### src/rtl/cc_miss_req_unit.sv
// Cache-controller miss request stage: pushes the miss address to the fill FIFO and
// issues one 8x64-bit AXI read burst per miss. Optional build macro: CC_CRITICAL_WORD_FIRST_EN.
module cc_miss_req_unit #(
  parameter int       MAX_OUTSTANDING = 2,
  parameter logic [3:0] AR_ID         = 4'h0
) (
  input  logic        clk,
  input  logic        rst_n,
  input  logic        miss_valid_i,
  input  logic [31:0] miss_addr_i,
  output logic        miss_ready_o,
  input  logic        miss_addr_fifo_full_i,
  output logic        miss_addr_fifo_wren_o,
  output logic [31:0] miss_addr_fifo_wdata_o,
  output logic [3:0]  mem_arid_o,
  output logic [31:0] mem_araddr_o,
  output logic [3:0]  mem_arlen_o,
  output logic [2:0]  mem_arsize_o,
  output logic [1:0]  mem_arburst_o,
  output logic        mem_arvalid_o,
  input  logic        mem_arready_i,
  input  logic        mem_rvalid_i,
  input  logic        mem_rready_i,
  input  logic        mem_rlast_i,
  output logic        busy_o
);

  localparam int CW = $clog2(MAX_OUTSTANDING + 1);
  localparam logic [CW-1:0] MAX_CNT = CW'(MAX_OUTSTANDING);

  typedef enum logic {S_IDLE, S_AR} state_e;

  state_e        state_q, state_d;
  logic          arvalid_q, arvalid_d;
  logic [31:0]   araddr_q, araddr_d;
  logic [CW-1:0] cnt_q, cnt_d;

  logic        accept;
  logic        ar_hs;
  logic        retire;
  logic [31:0] burst_addr;

`ifdef CC_CRITICAL_WORD_FIRST_EN
  // WRAP burst from the requested 8-byte word so it returns first.
  assign burst_addr    = {miss_addr_i[31:3], 3'b0};
  assign mem_arburst_o = 2'b10;
`else
  assign burst_addr    = {miss_addr_i[31:6], 6'b0};
  assign mem_arburst_o = 2'b01;
`endif

  assign miss_ready_o = (state_q == S_IDLE) && !miss_addr_fifo_full_i && (cnt_q < MAX_CNT);
  assign accept       = miss_valid_i & miss_ready_o;
  assign ar_hs        = arvalid_q & mem_arready_i;
  assign retire       = mem_rvalid_i & mem_rready_i & mem_rlast_i;

  assign miss_addr_fifo_wren_o  = accept;
  assign miss_addr_fifo_wdata_o = miss_addr_i;

  assign mem_arid_o    = AR_ID;
  assign mem_arlen_o   = 4'd7;
  assign mem_arsize_o  = 3'd3;
  assign mem_arvalid_o = arvalid_q;
  assign mem_araddr_o  = araddr_q;
  assign busy_o        = (state_q != S_IDLE) || (cnt_q != '0);

  always_comb begin
    state_d   = state_q;
    arvalid_d = arvalid_q;
    araddr_d  = araddr_q;
    case (state_q)
      S_IDLE: begin
        if (accept) begin
          state_d   = S_AR;
          arvalid_d = 1'b1;
          araddr_d  = burst_addr;
        end
      end
      S_AR: begin
        if (mem_arready_i) begin
          state_d   = S_IDLE;
          arvalid_d = 1'b0;
        end
      end
      default: begin
        state_d   = S_IDLE;
        arvalid_d = 1'b0;
      end
    endcase
  end

  // A retire at zero is dropped, so a coincident handshake still counts up.
  always_comb begin
    cnt_d = cnt_q;
    if (ar_hs && !(retire && cnt_q != '0))
      cnt_d = cnt_q + CW'(1);
    else if (!ar_hs && retire && cnt_q != '0)
      cnt_d = cnt_q - CW'(1);
  end

  always_ff @(posedge clk) begin
    if (!rst_n) begin
      state_q   <= S_IDLE;
      arvalid_q <= 1'b0;
      araddr_q  <= '0;
      cnt_q     <= '0;
    end else begin
      state_q   <= state_d;
      arvalid_q <= arvalid_d;
      araddr_q  <= araddr_d;
      cnt_q     <= cnt_d;
    end
  end

endmodule
### config.mk
export PLATFORM = sky130hd
export DESIGN_NAME = cc_miss_req_unit
export DESIGN_NICKNAME = d
export VERILOG_FILES = /design/src/rtl/cc_miss_req_unit.sv
export SDC_FILE = /design/constraint.sdc
export NUM_CORES = 1
export LEC_CHECK = 0
export BUFFER_PORTS_ARGS = -buffer_cell sky130_fd_sc_hd__buf_2
export CAP_MARGIN = 0
export CORE_MARGIN = 4
export CORE_UTILIZATION = 41
export CTS_CLUSTER_DIAMETER = 40
export DETAILED_ROUTE_END_ITERATION = 10
export PLACE_DENSITY = 0.86
export SLEW_MARGIN = 25
export SYNTH_ARGS = -nofsm -noshare
export SYNTH_HDL_FRONTEND = slang
export SYNTH_SLANG_ARGS = --single-unit
### constraint.sdc
create_clock -name clk -period 1.7 [get_ports clk]
set_input_delay 0.085 -clock clk [delete_from_list [all_inputs] [get_ports clk]]
set_output_delay 0.085 -clock clk [all_outputs]
set_load 0.005 [all_outputs]
==> results of run 1 <==
-- flip-flops by register name, indices dropped and copies added (netlist names) --
signal	count
mem_arvalid_o	1
mem_araddr_o	26
state_q	1
cnt_q	2
-- layer usage --
layer  up-vias  GRT usage, %  wire [µm]
li1        644             -          -
met2        63          22.0       1580
met4         0          3.34         11
met3         2          5.61        355
met5         -             0          0
met1       556          11.9       1080
-- per-stage QoR --
stage                     std cells  hold WS, ps  worst slack [ps]  utilization (%)  total power (W)
after floorplan                 205          200               275                -         0.000983
after global placement          286          170               229             47.3          0.00100
after detailed placement        286          170               200             47.3          0.00101
after CTS                       294         48.5              79.6             50.3          0.00170
after global routing            294         51.5              32.7             50.3          0.00177
final                           294         61.3               103             50.3          0.00166
-- cells in the mapped netlist (all sizes together) (2+ instances only) --
| master | count |
|---|---|
| clkbuf | 3 |
| a21boi | 27 |
| mux2i | 2 |
| dfxtp | 30 |
| conb | 2 |
| buf | 56 |
| nand2 | 54 |
| nand2b | 2 |
-- repair_timing --
action	in CTS	in global routing
setup buffers	0	0
endpoints found under the setup margin	1	0
resized for setup	1	0
-- critical path, cell delays in order, from the launching register on --
cell and delay, ps:
sky130_fd_sc_hd__dfxtp_1 350, sky130_fd_sc_hd__or4b_4 580, sky130_fd_sc_hd__inv_8 170, sky130_fd_sc_hd__buf_2 140
-- where the power goes --
part	switching, W	internal, W
Combinational	0.000118	0.000117
Sequential	0.0000168	0.000737
Clock	0.000245	0.000430
-- layout make-up --
class                   count  area (µm²)
fillers                   375        1890
multi-input cells         115         662
flip-flops and latches     30         601
repair buffers             92         468
clock buffers               5        68.8
well taps                  48        60.1
clock inverters             3        40.0
inverters                   1        11.3
-- kinds of logic (layout without fill, tap and decap cells) --
group           count (synthesis)  in the layout  share of synthesized area (%)
simple gates                   63             63                           15.6
compound gates                 31             31                           18.4
buf+inv                        60            101                           28.4
flops                          30             30                           36.0
other cells                     2             19                          0.450
mux                             2              2                           1.20
-- final timing paths --
check	end	depth (start not counted)	slack, ps	start
worst max-delay path	miss_addr_fifo_wren_o	3	100	state_q
worst min-delay path	mem_araddr_o[14]	3	60	miss_addr_i[14]
worst max register to register	mem_araddr_o[7]	4	300	state_q
worst min register to register	mem_araddr_o[11]	2	460	mem_araddr_o[11]
==> qor.txt, run 1 <==
number of DRC violations after detailed routing = 0
share of flip-flops with an asynchronous set or reset = 0%
number of standard cells after synthesis = 188
type of element capturing the critical path = primary output
kind of launch point of the worst setup path = register
MaxCap Viol Count = 0
dominant cell type by area after synthesis = sky130_fd_sc_hd__dfxtp_1
post-route clock period utilization = 94.0%
kind of path behind the tightest hold check = in -> reg
clock latency on the worst-skew pair = 270 ps
Placer Congestion = 0.760
Wirelength per Cell = 10.3 µm
routed wire length = 3030 µm
Clock Skew = 5.64 ps
unrepaired setup endpoints after global routing = no
placeable core area = 3800 µm²
Area Growth Syn to Fin = 14.6%
flip-flop cell with the highest count after synthesis = sky130_fd_sc_hd__dfxtp_1
minimum period implied by the final worst setup slack = 1600 ps
count of H-tree levels built during CTS = 2
most frequent cells in the layout = 89 x sky130_fd_sc_hd__buf_2, 54 x sky130_fd_sc_hd__nand2_1, 30 x sky130_fd_sc_hd__dfxtp_1, 19 x sky130_fd_sc_hd__conb_1, 18 x sky130_fd_sc_hd__a21boi_2
global-route wire length before repair = 4970 µm
drt first-iter violations = 23
CP Max Fanout = 28
number of endpoints failing setup at the final stage = 0
fin. max-slew vios = 0
port bufs = 89
HPWL after detailed placement = 2420 µm
ranking of synthesized cells by area = sky130_fd_sc_hd__dfxtp_1 36%, sky130_fd_sc_hd__buf_4 23%, sky130_fd_sc_hd__a21boi_2 12%
maximum ir drop on the vdd rail = 0.514 mV
FF+latch count, synth = 30
EDFF count, synth = 0
top-level port count = 121
TritonCTS clock tree = done
Row Count = 22
All-Layer GR Usage = 12.0%
area of the die = 5150 µm²
ANT nets after route = 0
Cell Area, Placed = 1800 µm²
CTS Root Buffer Type = sky130_fd_sc_hd__clkbuf_8
sequential-to-total area share from yosys stat = 36.0%
number of iterations in the first detailed-routing pass = 4
reported leakage power = 0.972 nW
start-to-end type of the worst setup path = reg -> out
Yosys Warn Count = 0
Post-Synthesis Cell Area = 1670 µm²
antenna diode count = 0
achievable clock frequency = 626 MHz
status = finished clean
via-per-instance ratio = 4.30
die boundary height = 71.8 µm
CTS Hold Bufs = 0
Num CTS Buffers = 5
number of vias after detailed routing = 1,265
maximum number of pins on one net before global-route repair = 32
total count of hold-check failures in the final report = 0
clk slew on worst S/H paths = 60 ps
most common cell after layout, fill and taps aside = sky130_fd_sc_hd__buf_2
area of all placed cells without fillers = 1910 µm²
layout cell share with drive strength beyond 1 = 48.8%
initial core utilization = 43.9%
number of different library cells in the post-synthesis netlist = 24
power density over the cells = 871 nW/µm²
number of nets in the layout = 285
Required @ worst endpoint = 1620 ps
via count of the first global-routing pass = 1,186
clock tree sinks = 30
GR Overflow Total = 0
top-area cell type share of the netlist area = 36.0%
Total Neg Setup Slack = 0 ps
Die Width = 71.8 µm
initial antenna violation count = 0
buffer levels on the longest clock path = 2
syn_area_per_cell = 8.87 µm²
Worst EP arrival = 1510 ps
No activity file was read; power rests on OpenSTA's default activity.
==> run 2, diff against run 1 <==
BUFFER_PORTS_ARGS = -buffer_cell sky130_fd_sc_hd__clkbuf_2   (was -buffer_cell sky130_fd_sc_hd__buf_2)
SKIP_LAST_GASP = 1   (was not set)
==> qor.txt, run 2 (synthesis gave the netlist of run 1 again) <==
clock latency on the worst-skew pair = 270 ps
CP Max Fanout = 28
number of vias after detailed routing = 1,278
Cell Area, Placed = 1800 µm²
maximum number of pins on one net before global-route repair = 32
HPWL after detailed placement = 2380 µm
hold path startpoint = miss_addr_i[29]
TritonCTS clock tree = done
kind of launch point of the worst setup path = register
global-route wire length before repair = 4730 µm
power density over the cells = 810 nW/µm²
via count of the first global-routing pass = 1,148
CTS Hold Bufs = 0
footprint of the multi-input gates = 662 µm²
buffer levels on the longest clock path = 2
start point of the critical path = state_q
Num CTS Buffers = 5
final std cells w/o fill = 292
CTS Root Buffer Type = sky130_fd_sc_hd__clkbuf_8
Total Neg Setup Slack = 0 ps
GR Overflow Total = 0
Required @ worst endpoint = 1620 ps
achievable clock frequency = 630 MHz
type of element capturing the critical path = primary output
Area Growth Syn to Fin = 13.0%
post-route clock period utilization = 93.4%
number of endpoints failing setup at the final stage = 0
Post CTS Setup Buffer Count = 0
fin. max-slew vios = 0
Wirelength per Cell = 10.1 µm
reported leakage power = 0.949 nW
Worst EP arrival = 1500 ps
initial antenna violation count = 0
port bufs = 89
most common cell after layout, fill and taps aside = sky130_fd_sc_hd__clkbuf_2
Die Width = 71.8 µm
count of H-tree levels built during CTS = 2
number of DRC violations after detailed routing = 0
Row Count = 22
final core utilization = 49.6%
total count of hold-check failures in the final report = 0
ANT nets after route = 0
maximum ir drop on the vdd rail = 0.559 mV
most frequent cells in the layout = 89 x sky130_fd_sc_hd__clkbuf_2, 54 x sky130_fd_sc_hd__nand2_1, 30 x sky130_fd_sc_hd__dfxtp_1, 19 x sky130_fd_sc_hd__conb_1, 18 x sky130_fd_sc_hd__a21boi_2
minimum period implied by the final worst setup slack = 1590 ps
antenna diode count = 0
area of all placed cells without fillers = 1880 µm²
clk slew on worst S/H paths = 60 ps
number of nets in the layout = 285
reg-to-reg critical path startpoint = state_q
fill count = 384
number of iterations in the first detailed-routing pass = 4
placeable core area = 3800 µm²
initial core utilization = 43.9%
post-route worst setup slack = 112 ps
unrepaired setup endpoints after global routing = no
pre-CTS worst setup slack = 195 ps
All-Layer GR Usage = 11.6%
area of the die = 5150 µm²
layout cell share with drive strength beyond 1 = 48.4%
routed wire length = 2960 µm
clock tree sinks = 30
via-per-instance ratio = 4.38
Clock Skew = 2.06 ps
Placer Congestion = 0.787
max FFs per register = 26
register cell area after layout = 601 µm²
die boundary height = 71.8 µm
MaxCap Viol Count = 0
top-level port count = 121
kind of path behind the tightest hold check = in -> reg
drt first-iter violations = 29
status = finished clean
start-to-end type of the worst setup path = reg -> out
number of instances in the placed design = 286
==> run 2: cell count changes in the layout (fill, tap and decap cells not counted) <==
| cell | change |
|---|---|
| sky130_fd_sc_hd__bufinv_16 | -1 |
| sky130_fd_sc_hd__clkbuf_2 | +89 |
| sky130_fd_sc_hd__clkinv_2 | -2 |
| sky130_fd_sc_hd__clkbuf_8 | +1 |
| sky130_fd_sc_hd__buf_2 | -89 |
==> run 2: critical path, stage by stage, from the launching register on <==
cell and delay, ps:
sky130_fd_sc_hd__dfxtp_1 340, sky130_fd_sc_hd__or4b_4 580, sky130_fd_sc_hd__inv_8 170, sky130_fd_sc_hd__clkbuf_2 140
==> run 2: final cells by class <==
cell class / instances / area share (%)
timing repair buffer: 92 / 24.8
multi-input combinational: 115 / 35.1
inverter: 1 / 0.598
sequential: 30 / 31.9
tap: 48 / 3.19
clock buffer: 6 / 4.38
==> run 2: power breakdown <==
part | switching, W | internal (W) | total [W] | leakage (nW)
Clock | 0.000224 | 0.000311 | 0.000535 | 0.0431
Combinational | 0.000121 | 0.000117 | 0.000238 | 0.661
Sequential | 0.0000169 | 0.000737 | 0.000754 | 0.245
==> run 2: worst paths after layout <==
check,cells past startpoint,end,slack (ps)
hold / removal,3,mem_araddr_o[29],60
setup reg to reg,4,mem_araddr_o[21],310
setup / recovery,3,miss_addr_fifo_wren_o,110
hold reg to reg,2,mem_araddr_o[17],460
==> run 2: what timing repair did <==
| item | 4_1_cts | 5_1_grt |
|---|---|---|
| resized for setup | 1 | 0 |
| endpoints found under the hold margin | 0 | 0 |
| endpoints found under the setup margin | 1 | 0 |
==> run 2: through the flow <==
stage	power, W	hold slack (ps)
6_report	0.00153	55.1
2_1_floorplan	0.000983	200
5_1_grt	0.00162	48.8
3_3_place_gp	0.00100	170
3_5_place_dp	0.00101	170
4_1_cts	0.00155	43.7
==> run 2: per-layer routing <==
metal	vias up	global-route usage, %	wire [µm]
met3	2	4.49	340
met4	0	4.59	11
met1	563	11.7	1100
met2	62	21.2	1510
li1	651	-	-
met5	-	0	0
==> run 3, diff against run 2 <==
REMOVE_ABC_BUFFERS = 1   (was not set)
==> qor.txt, run 3 (synthesis gave the netlist of run 1 again) <==
minimum period implied by the final worst setup slack = 1630 ps
portion of total power attributed to combinational logic = 16.1%
initial antenna violation count = 0
most common cell after layout, fill and taps aside = sky130_fd_sc_hd__clkbuf_2
Row Count = 22
die boundary height = 71.8 µm
Clock Skew = 5.20 ps
post-route clock period utilization = 95.7%
TritonCTS clock tree = done
placeable core area = 3800 µm²
routed wire length = 3190 µm
final core utilization = 50.3%
via count of the first global-routing pass = 1,165
via-per-instance ratio = 4.43
top-level port count = 121
total power of the final layout = 0.00152 W
number of DRC violations after detailed routing = 0
port bufs = 89
max FFs per register = 26
power share of the clock group = 34.2%
HPWL after detailed placement = 2490 µm
number of vias after detailed routing = 1,299
drt first-iter violations = 50
number of endpoints failing setup at the final stage = 0
achievable clock frequency = 615 MHz
most frequent cells in the layout = 89 x sky130_fd_sc_hd__clkbuf_2, 54 x sky130_fd_sc_hd__nand2_1, 29 x sky130_fd_sc_hd__dfxtp_1, 19 x sky130_fd_sc_hd__conb_1, 18 x sky130_fd_sc_hd__a21boi_2
cell-by-cell trace of the critical path = or4b_4 -> buf_12 -> clkinv_16 -> clkbuf_2
unrepaired setup endpoints after global routing = no
Net Sw Frac = 25.0%
CP Max Fanout = 28
reported leakage power = 0.955 nW
maximum ir drop on the vdd rail = 0.431 mV
Worst EP arrival = 1540 ps
global-route wire length before repair = 5040 µm
clock latency on the worst-skew pair = 270 ps
fin. max-slew vios = 0
layout cell share with drive strength beyond 1 = 48.2%
MaxCap Viol Count = 0
total count of hold-check failures in the final report = 0
delay of the slowest cell on the worst path = 540 ps
GR Overflow Total = 0
area of the die = 5150 µm²
kind of path behind the tightest hold check = in -> reg
Die Width = 71.8 µm
antenna diode count = 0
CTS Root Buffer Type = sky130_fd_sc_hd__clkbuf_8
initial core utilization = 43.9%
clk slew on worst S/H paths = 60 ps
CTS Hold Bufs = 0
switching component of the power = 0.000380 W
Placer Congestion = 0.676
count of H-tree levels built during CTS = 2
start-to-end type of the worst setup path = reg -> out
status = finished clean
Num CTS Buffers = 5
number of nets in the layout = 285
standard cell with the maximum stage delay on the critical path = sky130_fd_sc_hd__or4b_4
sequential share of power = 49.7%
Wirelength per Cell = 10.9 µm
kind of launch point of the worst setup path = register
power density over the cells = 795 nW/µm²
buffer levels on the longest clock path = 2
clock tree sinks = 30
maximum number of pins on one net before global-route repair = 32
Required @ worst endpoint = 1620 ps
Area Growth Syn to Fin = 14.6%
cell internal power dissipation = 0.00114 W
All-Layer GR Usage = 12.4%
ANT nets after route = 0
number of iterations in the first detailed-routing pass = 4
type of element capturing the critical path = primary output
run 3: worst paths after layout:
path                          from                    end  slack [ps]  cells past startpoint
setup / recovery           state_q  miss_addr_fifo_wren_o          70                      4
hold reg to reg   mem_araddr_o[31]       mem_araddr_o[31]         460                      2
hold / removal     miss_addr_i[27]       mem_araddr_o[27]          50                      3
setup reg to reg           state_q       mem_araddr_o[24]         270                      5
run 3: critical path: cells and delay by family (launching register included):
kind          cells  cell delay [ps]
simple gates      1              540
buf+inv           3              380
flops             1              340
run 3: area by class of cell:
| type | instances | area [µm²] |
|---|---|---|
| fillers | 368 | 1890 |
| multi-input cells | 115 | 662 |
| flip-flops and latches | 30 | 602 |
| repair buffers | 92 | 480 |
| clock buffers | 7 | 76.3 |
| well taps | 48 | 60.1 |
| inverters | 1 | 30.0 |
run 3: metal layers:
layer / share of wire (%) / wire (µm) / global-route usage [%] / up-vias
li1: - / - / - / 651
met4: 1.1 / 34 / 3.76 / 0
met5: 0 / 0 / 0 / -
met3: 14 / 435 / 6.31 / 5
met1: 35 / 1130 / 12.5 / 560
met2: 50 / 1600 / 22.2 / 83
run 3: what timing repair did:
| action | in CTS | in global routing |
|---|---|---|
| hold endpoints to repair | 0 | 0 |
| buffers inserted | 0 | 0 |
| endpoints found under the setup margin | 1 | 1 |
| gates resized for setup | 5 | 3 |
run 3: power by group through the flow:
| stage | registers [W] | clock network, W | logic, W |
|---|---|---|---|
| 2_1_floorplan | 0.000772 | 0 | 0.0000927 |
| 3_5_place_dp | 0.000771 | 0 | 0.000240 |
| 5_1_grt | 0.000760 | 0.000573 | 0.000278 |
| 6_report | 0.000755 | 0.000519 | 0.000245 |
| 3_3_place_gp | 0.000769 | 0 | 0.000235 |
| 4_1_cts | 0.000755 | 0.000537 | 0.000248 |
run 3: through the flow:
| step | setup slack, ps | hold WS, ps | TNS [ps] | cell area [µm²] | instances |
|---|---|---|---|---|---|
| after CTS | 10.6 | 42.4 | 0 | 1890 | 293 |
| after detailed placement | 130 | 170 | 0 | 1800 | 286 |
| after global routing | 9.46 | 36.7 | 0 | 1910 | 293 |
| final | 73.7 | 51.0 | 0 | 1910 | 293 |
| after global placement | 225 | 170 | 0 | 1800 | 286 |
| after floorplan | -30.4 | 170 | -585 | 1270 | 146 |
